### src/rtl/d8m_pixel_pattern_gen.sv
// ---------------------------------------------------------------------------
// d8m_pixel_pattern_gen
//
// Synthetic raw-Bayer (GRBG, 10-bit) source that mimics the D8M camera pixel
// interface: frame valid (PIXEL_VS) and line valid (PIXEL_HS) framing, with
// the sample on PIXEL_D. Runs entirely on MIPI_PIXEL_CLK, so a top-level mux
// can select it in place of the camera pins.
//
// Ports:
//   MIPI_PIXEL_CLK  in   pixel clock, rising edge
//   RESET_N         in   asynchronous active-low reset
//   EN              in   run request, sampled only between frames
//   MODE[1:0]       in   00 bars, 01 ramp, 10 checker, 11 solid
//   SOLID[9:0]      in   grey level used by MODE=11
//   PIXEL_D[9:0]    out  Bayer sample, 0 whenever PIXEL_HS is low
//   PIXEL_HS        out  line valid
//   PIXEL_VS        out  frame valid
//   FRAME_DONE      out  one-cycle pulse on the last tail cycle of a frame
//   FRAME_CNT[7:0]  out  completed frames, wraps 255 -> 0
//
// Optional build macro PATGEN_SCROLL_EN: pattern column becomes
// col + FRAME_CNT (mod 1024) so bars/ramp/checker scroll 1 px per frame.
// The Bayer phase always uses the unscrolled col/row.
//
// state   | meaning
// --------+-------------------------------------------------------------
// IDLE    | FVAL=0, waiting for EN; MODE/SOLID latched on exit
// LEAD    | FVAL=1 for FV_LEAD cycles before the first line
// ACTIVE  | LVAL=1, one pixel per cycle, col 0..H_ACTIVE-1
// HBLANK  | LVAL=0 for H_BLANK cycles, then next row or TAIL
// TAIL    | FVAL=1 for FV_TAIL cycles; FRAME_DONE on the last one
// VBLANK  | FVAL=0 for V_BLANK cycles, then EN decides LEAD or IDLE
// ---------------------------------------------------------------------------
module d8m_pixel_pattern_gen #(
    parameter int H_ACTIVE  = 640,
    parameter int H_BLANK   = 160,
    parameter int V_ACTIVE  = 480,
    parameter int FV_LEAD   = 16,
    parameter int FV_TAIL   = 16,
    parameter int V_BLANK   = 8000,
    parameter int BAR_SHIFT = 6
) (
    input  logic       MIPI_PIXEL_CLK,
    input  logic       RESET_N,
    input  logic       EN,
    input  logic [1:0] MODE,
    input  logic [9:0] SOLID,
    output logic [9:0] PIXEL_D,
    output logic       PIXEL_HS,
    output logic       PIXEL_VS,
    output logic       FRAME_DONE,
    output logic [7:0] FRAME_CNT
);

    localparam int COL_W   = $clog2(H_ACTIVE + 1);
    localparam int ROW_W   = $clog2(V_ACTIVE + 1);
    localparam int MAX_AB  = (FV_LEAD > H_BLANK) ? FV_LEAD : H_BLANK;
    localparam int MAX_CD  = (FV_TAIL > V_BLANK) ? FV_TAIL : V_BLANK;
    localparam int TMR_MAX = (MAX_AB > MAX_CD) ? MAX_AB : MAX_CD;
    localparam int TMR_W   = $clog2(TMR_MAX + 1);

    localparam logic [TMR_W-1:0] LEAD_LD  = TMR_W'(FV_LEAD - 1);
    localparam logic [TMR_W-1:0] HBLK_LD  = TMR_W'(H_BLANK - 1);
    localparam logic [TMR_W-1:0] TAIL_LD  = TMR_W'(FV_TAIL - 1);
    localparam logic [TMR_W-1:0] VBLK_LD  = TMR_W'(V_BLANK - 1);
    localparam logic [COL_W-1:0] COL_LAST = COL_W'(H_ACTIVE - 1);
    localparam logic [ROW_W-1:0] ROW_LAST = ROW_W'(V_ACTIVE - 1);

    typedef enum logic [2:0] {
        S_IDLE   = 3'd0,
        S_LEAD   = 3'd1,
        S_ACTIVE = 3'd2,
        S_HBLANK = 3'd3,
        S_TAIL   = 3'd4,
        S_VBLANK = 3'd5
    } state_t;

    state_t             state_q, state_d;
    logic [TMR_W-1:0]   tmr_q, tmr_d;
    logic [COL_W-1:0]   col_q, col_d;
    logic [ROW_W-1:0]   row_q, row_d;
    logic [1:0]         mode_q, mode_d;
    logic [9:0]         solid_q, solid_d;
    logic [9:0]         pix_q, pix_d;
    logic               hs_q, hs_d;
    logic               vs_q, vs_d;
    logic               done_q, done_d;
    logic [7:0]         cnt_q, cnt_d;

    // Pattern datapath signals
    logic [9:0] col_x, row_x, col_p;
    logic [2:0] bar, bar_c;
    logic       row_odd, col_odd, chk;
    logic [9:0] r_v, g_v, b_v, bayer_v;

    // -----------------------------------------------------------------------
    // Next-state logic. Outputs are registered from the next state so that
    // PIXEL_* line up exactly with the state they describe.
    // -----------------------------------------------------------------------
    always_comb begin
        state_d = state_q;
        tmr_d   = tmr_q;
        col_d   = col_q;
        row_d   = row_q;
        mode_d  = mode_q;
        solid_d = solid_q;

        case (state_q)
            S_IDLE: begin
                if (EN) begin
                    state_d = S_LEAD;
                    tmr_d   = LEAD_LD;
                    mode_d  = MODE;
                    solid_d = SOLID;
                end
            end
            S_LEAD: begin
                if (tmr_q == '0) begin
                    state_d = S_ACTIVE;
                    col_d   = '0;
                    row_d   = '0;
                end else begin
                    tmr_d = tmr_q - 1'b1;
                end
            end
            S_ACTIVE: begin
                if (col_q == COL_LAST) begin
                    state_d = S_HBLANK;
                    tmr_d   = HBLK_LD;
                end else begin
                    col_d = col_q + 1'b1;
                end
            end
            S_HBLANK: begin
                if (tmr_q == '0) begin
                    col_d = '0;
                    if (row_q == ROW_LAST) begin
                        state_d = S_TAIL;
                        tmr_d   = TAIL_LD;
                    end else begin
                        state_d = S_ACTIVE;
                        row_d   = row_q + 1'b1;
                    end
                end else begin
                    tmr_d = tmr_q - 1'b1;
                end
            end
            S_TAIL: begin
                if (tmr_q == '0) begin
                    state_d = S_VBLANK;
                    tmr_d   = VBLK_LD;
                end else begin
                    tmr_d = tmr_q - 1'b1;
                end
            end
            S_VBLANK: begin
                if (tmr_q == '0) begin
                    if (EN) begin
                        state_d = S_LEAD;
                        tmr_d   = LEAD_LD;
                        mode_d  = MODE;
                        solid_d = SOLID;
                    end else begin
                        state_d = S_IDLE;
                    end
                end else begin
                    tmr_d = tmr_q - 1'b1;
                end
            end
            default: begin
                state_d = S_IDLE;
            end
        endcase
    end

    // -----------------------------------------------------------------------
    // Pattern generation from the next col/row, so the registered sample is
    // valid in the same cycle LVAL goes high for that column.
    // -----------------------------------------------------------------------
    always_comb begin
        col_x = 10'(col_d);
        row_x = 10'(row_d);
`ifdef PATGEN_SCROLL_EN
        col_p = col_x + {2'b00, cnt_q};
`else
        col_p = col_x;
`endif
        // Whole-vector masks keep every bit of row_x/col_x referenced.
        row_odd = |(row_x & 10'h001);
        col_odd = |(col_x & 10'h001);
        chk     = col_p[3] ^ (|(row_x & 10'h008));
        bar     = col_p[BAR_SHIFT+2:BAR_SHIFT];
        bar_c   = 3'b111 - bar;

        r_v = '0;
        g_v = '0;
        b_v = '0;
        case (mode_d)
            2'b00: begin
                r_v = {10{bar_c[2]}};
                g_v = {10{bar_c[1]}};
                b_v = {10{bar_c[0]}};
            end
            2'b01: begin
                r_v = col_p;
                g_v = col_p;
                b_v = col_p;
            end
            2'b10: begin
                r_v = {10{chk}};
                g_v = {10{chk}};
                b_v = {10{chk}};
            end
            default: begin
                r_v = solid_d;
                g_v = solid_d;
                b_v = solid_d;
            end
        endcase

        // GRBG mosaic
        case ({row_odd, col_odd})
            2'b00:   bayer_v = g_v;
            2'b01:   bayer_v = r_v;
            2'b10:   bayer_v = b_v;
            default: bayer_v = g_v;
        endcase
    end

    always_comb begin
        vs_d   = (state_d == S_LEAD) || (state_d == S_ACTIVE) ||
                 (state_d == S_HBLANK) || (state_d == S_TAIL);
        hs_d   = (state_d == S_ACTIVE);
        done_d = (state_d == S_TAIL) && (tmr_d == '0);
        cnt_d  = cnt_q + {7'd0, done_d};
        pix_d  = hs_d ? bayer_v : 10'd0;
    end

    always_ff @(posedge MIPI_PIXEL_CLK or negedge RESET_N) begin
        if (!RESET_N) begin
            state_q <= S_IDLE;
            tmr_q   <= '0;
            col_q   <= '0;
            row_q   <= '0;
            mode_q  <= '0;
            solid_q <= '0;
            pix_q   <= '0;
            hs_q    <= 1'b0;
            vs_q    <= 1'b0;
            done_q  <= 1'b0;
            cnt_q   <= '0;
        end else begin
            state_q <= state_d;
            tmr_q   <= tmr_d;
            col_q   <= col_d;
            row_q   <= row_d;
            mode_q  <= mode_d;
            solid_q <= solid_d;
            pix_q   <= pix_d;
            hs_q    <= hs_d;
            vs_q    <= vs_d;
            done_q  <= done_d;
            cnt_q   <= cnt_d;
        end
    end

    assign PIXEL_D    = pix_q;
    assign PIXEL_HS   = hs_q;
    assign PIXEL_VS   = vs_q;
    assign FRAME_DONE = done_q;
    assign FRAME_CNT  = cnt_q;

endmodule

### config.mk
export PLATFORM = sky130hd
export DESIGN_NAME = d8m_pixel_pattern_gen
export DESIGN_NICKNAME = d
export VERILOG_FILES = /design/src/rtl/d8m_pixel_pattern_gen.sv
export SDC_FILE = /design/constraint.sdc
export NUM_CORES = 1
export LEC_CHECK = 0
export ABC_AREA = 1
export CORE_AREA = 2 2 116 118
export CTS_CLUSTER_DIAMETER = 150
export DETAILED_ROUTE_END_ITERATION = 16
export DIE_AREA = 0 0 118 120
export GPL_TIMING_DRIVEN = 1
export SETUP_SLACK_MARGIN = 0.2
export SYNTH_ARGS = -nofsm -noshare
export SYNTH_HDL_FRONTEND = slang
export SYNTH_SLANG_ARGS = --single-unit
### constraint.sdc
create_clock -name MIPI_PIXEL_CLK -period 3.33 [get_ports MIPI_PIXEL_CLK]
set_input_delay 0.999 -clock MIPI_PIXEL_CLK [delete_from_list [all_inputs] [get_ports MIPI_PIXEL_CLK]]
set_output_delay 0.999 -clock MIPI_PIXEL_CLK [all_outputs]
set_load 0.02 [all_outputs]
==> impl_metrics.py <==
metrics = {
    "status": {
        "status": "finished, final reports clean",
    },
    "yosys": {
        "yosysTopAreaCellShare_pct": 38.5,
        "syn_avg_cell_area_um2": 7.14,
        "synth_flop_cell": "dfrtp_1",
        "synth_most_common_cell": "nand2_1",
        "synth_cell_types": 36,
        "yosys_warnings": 0,
        "synth-seq-cells": 68,
        "syn_inst": 619,
        "synth_edf_count": 0,
        "synth_area_mm2": 0.00442,
        "netlist_top_cells_area": "dfrtp_1 (38%), nand2_1 (15%), nand3_1 (7.6%), nor2_1 (6.6%), inv_1 (5.2%)",
        "yosysTopAreaCell": "dfrtp_1",
        "ys_seq_area_share_pct": 38.5,
        "synth_fp_nets": 643,
        "synthTopCellsByCount": "nand2_1 (178), nor2_1 (78), dfrtp_1 (68)",
        "ys_async_sr_fraction_pct": 100,
    },
    "drt": {
        "antenna_left": 0,
        "drt-total-wl_um": 13300,
        "wire_per_inst_um": 15.0,
        "first_iter_violations": 277,
        "drc": 0,
        "avgViaCountPerCell": 4.96,
        "vias": 4391,
        "dr.pass1.iters": 5,
    },
    "timing": {
        "fmax_ghz": 0.319,
        "finalSetupViolCount": 0,
        "finalMaxSlewViolations": 0,
        "final.setup_skew_ns": 0.00841,
        "hold_viol_final": 0,
        "whs_ns": 0.472,
        "fin_setup_tns_ns": 0,
        "slew-limit-headroom_pct": 54.8,
        "fin_crit_ns": 3.13,
        "tightestPinTransition_ns": 0.678,
        "fin_crit_sh_pct": 94.0,
        "rsz0062_at_grt": "true",
    },
    "place": {
        "place_hpwl_um": 10200,
        "gp_congestion": 0.953,
        "io_buffer_count": 35,
    },
    "layout": {
        "syn_to_final_growth_pct": 30.4,
        "drive_above_1_share_pct": 19.9,
        "diodes": 0,
        "fin_nets": 729,
    },
    "die": {
        "die_w_um": 118,
        "pin_count": 36,
        "core-area_mm2": 0.0130,
        "die-area_mm2": 0.0142,
        "die-height_um": 120,
        "num_rows": 42,
        "initial_core_util_pct": 34.1,
    },
    "setup_path": {
        "crit_chain": "inv_2, ha_4, inv_2, nor2_2, nand3_2, inv_2, nand2_4, ha_4, nand2_2, nand2_2, nor2_2, nand2_1, nand3b_1, nor2_1, nand2_1, nor2_1, nand3_1, nor2_2, ha_4, ha_4, nand3_4, nor3_4, xor2_1",
        "required_ns": 3.59,
        "crit_path_end_kind": "register",
        "cp-start-kind": "register",
        "crit_fanout": 3,
        "r2r_slack_ns": 0.20,
        "r2r_start": "tmr_q[0]",
        "cp_slowest_cell": "dfrtp_1",
        "path_class": "register to register",
        "cpMostUsedCell": "ha_4",
        "ff2ff_path_depth": 23,
        "slowest_delay_ns": 0.40,
        "cp.arrival_ns": 3.39,
        "r2r-end": "FRAME_CNT[6]",
    },
    "grt": {
        "grt_pass1_vias": 4348,
        "grt_max_degree": 43,
        "antenna_found_initial": 0,
        "globalRoute.totalOverflow": 0,
        "grt_usage_pct": 19.5,
        "grt_pass1_wl_um": 21800,
    },
    "clock_network": {
        "worstSkewPairLatency_ns": 0.34,
        "cts_made_buffers": 9,
        "cts_root_buffer": "clkbuf_16",
        "tritoncts": "built",
        "clk_pin_slew_ns": 0.06,
        "cts_sinks": 68,
        "cts_hold_buf": 0,
        "htreeDepth": 3,
        "cts.path.max_buffers": 2,
    },
    "job": {
        "maxCapViolations": 0,
    },
    "hold_path": {
        "hold_depth": 1,
        "hold_end": "FRAME_CNT[7]",
        "hp-class": "register to register",
        "holdCritStartpoint": "FRAME_CNT[7]",
    },
    "power_and_ir_drop": {
        "p_leak_nw": 2.82,
        "peakVddDrop_mv": 0.400,
        "power_density_mw_per_mm2": 862,
    },
}
## what timing repair did
action,CTS,global route
buffers inserted,2,7
pin swaps,6,17
resized for setup,15,25
endpoints found under the setup margin,6,16
## how the worst max path moves through the flow
stage | start | cells after the start | end
5_1_grt | tmr_q[0] | 23 | FRAME_CNT[6]
6_report | tmr_q[0] | 23 | FRAME_CNT[6]
2_1_floorplan | tmr_q[0] | 23 | FRAME_CNT[6]
4_1_cts | tmr_q[1] | 23 | FRAME_CNT[6]
3_3_place_gp | EN | 18 | FRAME_CNT[6]
3_5_place_dp | EN | 18 | FRAME_CNT[6]
## layer usage
metal  track usage, %  vias to the layer above  wire length, µm  share of wire (%)
li1                 -                     2173                -                  -
met1             25.0                     2068             5890                 44
met2             32.8                      128             6380                 48
met3             3.80                       22              730                5.5
met4             6.70                        0              305                2.3
met5                0                        -                0                  0
## logic make-up after synthesis
kind of cell | count (synthesis) | synth area share [%]
AOI/OAI and AO/OA | 68 | 9.23
xor gates and xnor gates | 14 | 2.77
adders and majority gates | 9 | 2.55
buffers and inverters | 81 | 7.44
DFF | 68 | 38.5
and+or+nand+nor | 379 | 39.5
## layout make-up
| type | count | area [µm²] |
|---|---|---|
| fillers | 1310 | 7220 |
| multi-input cells | 470 | 2530 |
| flip-flops and latches | 68 | 1700 |
| repair buffers | 84 | 724 |
| inverters | 72 | 275 |
| clock buffers | 10 | 239 |
| well taps | 176 | 220 |
| clock inverters | 6 | 71.3 |
## per-stage QoR
step / instance area (µm²) / setup slack [ns] / util (%) / power [W] / std cells
5_1_grt: 5760 / 0.0474 / 44.4 / 0.00536 / 886
2_1_floorplan: 4420 / 0.393 / - / 0.00291 / 619
4_1_cts: 5610 / 0.135 / 43.3 / 0.00486 / 879
3_3_place_gp: 5250 / -0.172 / 40.4 / 0.00380 / 861
3_5_place_dp: 5250 / -0.283 / 40.4 / 0.00381 / 861
6_report: 5760 / 0.199 / 44.4 / 0.00497 / 886
## sequential cells by signal (all words and copies together), names as in the netlist
signal / count
col_q: 10
FRAME_CNT: 8
state_q: 3
FRAME_DONE: 1
PIXEL_D: 10
tmr_q: 13
mode_q: 2
PIXEL_VS: 1
PIXEL_HS: 1
row_q: 9
solid_q: 10
## report_power, final
| part | leakage, nW | internal (W) | switching [W] | total, W |
|---|---|---|---|---|
| registers | 0.892 | 0.00102 | 0.000149 | 0.00117 |
| clock network | 0.145 | 0.000605 | 0.000385 | 0.000990 |
| logic | 1.79 | 0.000993 | 0.00181 | 0.00281 |
## cells in the final DEF (no fill, tap or decap), types with 16 or more instances in the layout
cell type	netlist	routed
nand2_1	178	172
nor2_1	78	71
dfrtp_1	68	68
nand3_1	67	64
inv_1	61	56
buf_4	2	48
clkdlybuf4s50_1	0	33
o21ai_0	25	23
o211ai_1	16	16
## worst max-delay path, delay by kind of cell (launching register included)
| kind | cells | cell delay (ns) |
|---|---|---|
| adders and majority gates | 4 | 0.69 |
| xor gates and xnor gates | 1 | 0.17 |
| and+or+nand+nor | 15 | 1.56 |
| buffers and inverters | 3 | 0.23 |
| DFF | 1 | 0.40 |
(Power assumes the default switching activity.)
==> patch, RTL diff (same settings) <==
The 6 states of `state_t` get a one-hot encoding in 6 bits.
--- a/src/rtl/d8m_pixel_pattern_gen.sv
+++ b/src/rtl/d8m_pixel_pattern_gen.sv
@@ -67,11 +67,11 @@
     localparam logic [ROW_W-1:0] ROW_LAST = ROW_W'(V_ACTIVE - 1);
 
-    typedef enum logic [2:0] {
-        S_IDLE   = 3'd0,
-        S_LEAD   = 3'd1,
-        S_ACTIVE = 3'd2,
-        S_HBLANK = 3'd3,
-        S_TAIL   = 3'd4,
-        S_VBLANK = 3'd5
+    typedef enum logic [5:0] {
+        S_IDLE   = 6'b000001,
+        S_LEAD   = 6'b000010,
+        S_ACTIVE = 6'b000100,
+        S_HBLANK = 6'b001000,
+        S_TAIL   = 6'b010000,
+        S_VBLANK = 6'b100000
     } state_t;
 
Check against the original RTL: same outputs for any inputs over 10 cycles, from zero or initial values and one cycle with RESET_N low; not proved beyond that.
==> patch against the unedited design <==
Sequential cell count increased by 3; highest routed layer unchanged; count of clock-buffer cells in the layout increased by 2; cell area up 5.4%; largest cell class unchanged; hold slack got worse by 0.0023 ns; total power decreased by 17%; non-clock buffer count increased by 12; clock power barely moved; setup slack improved by 0.072 ns; sequential share of layout area is 0.21 points lower; synthesized area up 3.0%; synthesized cell count increased by 3.7%; wire length is 1.9% higher; critical endpoint unchanged.
==> patch: results (changes against the unedited design) <==
Global routing
The met1 routing resource usage after global routing was 23.3% (-1.7 points). The number of antenna violations at the first check in global routing was 0 (unchanged). The met3 capacity usage during global routing is 5.04% (+1.2 points). The wire length of the first global-routing pass is 21600 um (-0.60%). The overall routing resource usage is 19.2% (-0.26 points). The global-route met2 utilization came to 32.2% (-0.65 points). The maximum number of pins on one net before global-route repair is 72 (+67%). The number of global-route vias before repair was 4347 (-0.023%).

Setup path
The endpoint arrival time on the critical path is 3.33 ns (-0.06 ns). The critical-path maximum fanout is 6 (+3). The worst stage delay on the critical path is 0.41 ns. The worst-path cell with the longest stage delay is dfrtp_1. Grouping stages by cell kind, the critical path spends the most delay in simple AND/OR/NAND/NOR gates.

Detailed routing
The number of design-rule violations left by the first detailed-router iteration came to 314 (+13%). The length of routed met3 wiring is 887 um (+22%). The post-detailed-route wirelength per cell is 14.7 um (-2.3%). The total iterations of the first detailed-routing run was 5 (unchanged). The highest signal layer in the routed design is met4. The detailed-routing wirelength on met1 is 5650 um (-4.0%).

The via count is 4672 (+6.4%). The routed length on met2 is 6540 um (+2.6%).

Clocking
The TritonCTS buffer count is 9 (unchanged). The number of buffers on the longest clock path came to 2 (unchanged). The clock transition at the registers of the reported paths is 0.06 ns (about the same). The H-tree level count was 3 (unchanged). The clock tree root driver cell is clkbuf_16.

Status
The flow ran to the end, and the final reports show no timing, DRC or antenna violations.

Yosys
The share of synthesized area occupied by flip-flops and latches is 39.0% (+0.55 points). In the post-synthesis netlist, the biggest area contributors are dfrtp_1 38%, nand2_1 16%, nor2_1 7.7%. The mux contribution to synthesized area is 0% (unchanged).

The distinct cell type count of the synthesized netlist is 38 (+5.6%). By count the netlist is led by 189 x nand2_1, 94 x nor2_1, 70 x dfrtp_1. The synthesized net count was 666 (+3.6%). The share of async-settable or async-resettable flops after synthesis is 100% (unchanged).

The area share of fa/ha/maj cells after synthesis is 2.47% (-0.074 points). The synthesis warning total came to 0 (unchanged). The parity-gate share of the synthesized area counting xor and xnor cells came to 2.31% (-0.47 points). The synthesized-area fraction occupied by ao, oa, aoi and oai cells is 8.38% (-0.85 points).

STA
The relative slew slack is 38.3% (-16 points). The ratio of final minimum period to clock period is 91.9% (-2.2 points). The worst clock skew on the final layout is 0.00805 ns (-0.000360 ns).

Power
The leakage power of the design is 3.03 nW (+7.5%). The worst-case vdd ir drop is 0.000279 V (-30%). The total net switching power came to 1.75 mW (-25%).

Place
The estimated wirelength of the detail-placed design is 9600 um (-5.9%). The total of buffers placed on input and output ports came to 35 (unchanged). The placer's final routability congestion estimate was 0.980 (+2.9%).

Layout
More flip-flops sit in one register than any other, and that register is tmr_q. The final net count is 767 (+5.2%). The fraction of final layout cells with drive strength greater than 1 was 23.5% (+3.7 points). The diode insertion count for antenna repair is 0 (unchanged). The number of flip-flops under the largest register name is 13 (unchanged). The count of fill cells added during filler insertion is 1288 (-1.7%).
-- patch: worst paths after layout --
kind                       slack, ns         start  cells past startpoint           end
max reg2reg                     0.27    state_q[4]                     16  FRAME_CNT[6]
min reg2reg                     0.47  FRAME_CNT[7]                      1  FRAME_CNT[7]
min                             0.47  FRAME_CNT[7]                      1  FRAME_CNT[7]
max in group asynchronous       1.89       RESET_N                      1    state_q[1]
min in group asynchronous       0.79       RESET_N                      1     tmr_q[10]
max                             0.27    state_q[4]                     16  FRAME_CNT[6]
-- patch: stage by stage --
| step | hold WS, ns | instances | setup WS (ns) | setup TNS, ns | cell area (um^2) |
|---|---|---|---|---|---|
| finish | 0.469 | 924 | 0.270 | 0 | 6080 |
| global route | 0.485 | 924 | 0.135 | 0 | 6080 |
| CTS | 0.473 | 900 | 0.201 | 0 | 5690 |
| detailed placement | 0.456 | 882 | -0.246 | -0.757 | 5340 |
| global placement | 0.454 | 882 | -0.193 | -0.643 | 5340 |
| floorplan | 0.439 | 642 | 0.355 | 0 | 4550 |
-- patch: power groups by stage --
| stage | Clock [mW] | Sequential (mW) | Combinational (mW) |
|---|---|---|---|
| after floorplan | 0 | 1.09 | 1.09 |
| after global placement | 0 | 1.11 | 1.67 |
| after detailed placement | 0 | 1.11 | 1.66 |
| after CTS | 1.02 | 1.10 | 1.71 |
| after global routing | 1.06 | 1.13 | 2.23 |
| final | 0.993 | 1.12 | 2.01 |
-- patch: layout make-up --
cell class	instances	share of cell area, %
Timing Repair Buffer	96	13.4
Inverter	77	4.82
Clock buffer	12	4.06
Multi-Input combinational cell	488	43.9
Sequential cell	71	29.3
Clock inverter	4	0.885
Tap cell	176	3.62
-- patch: what timing repair did --
item,CTS,global route
pin swaps,7,29
buffers inserted,2,23
gates cloned,0,1
resized for setup,12,56
setup endpoints to repair,3,16
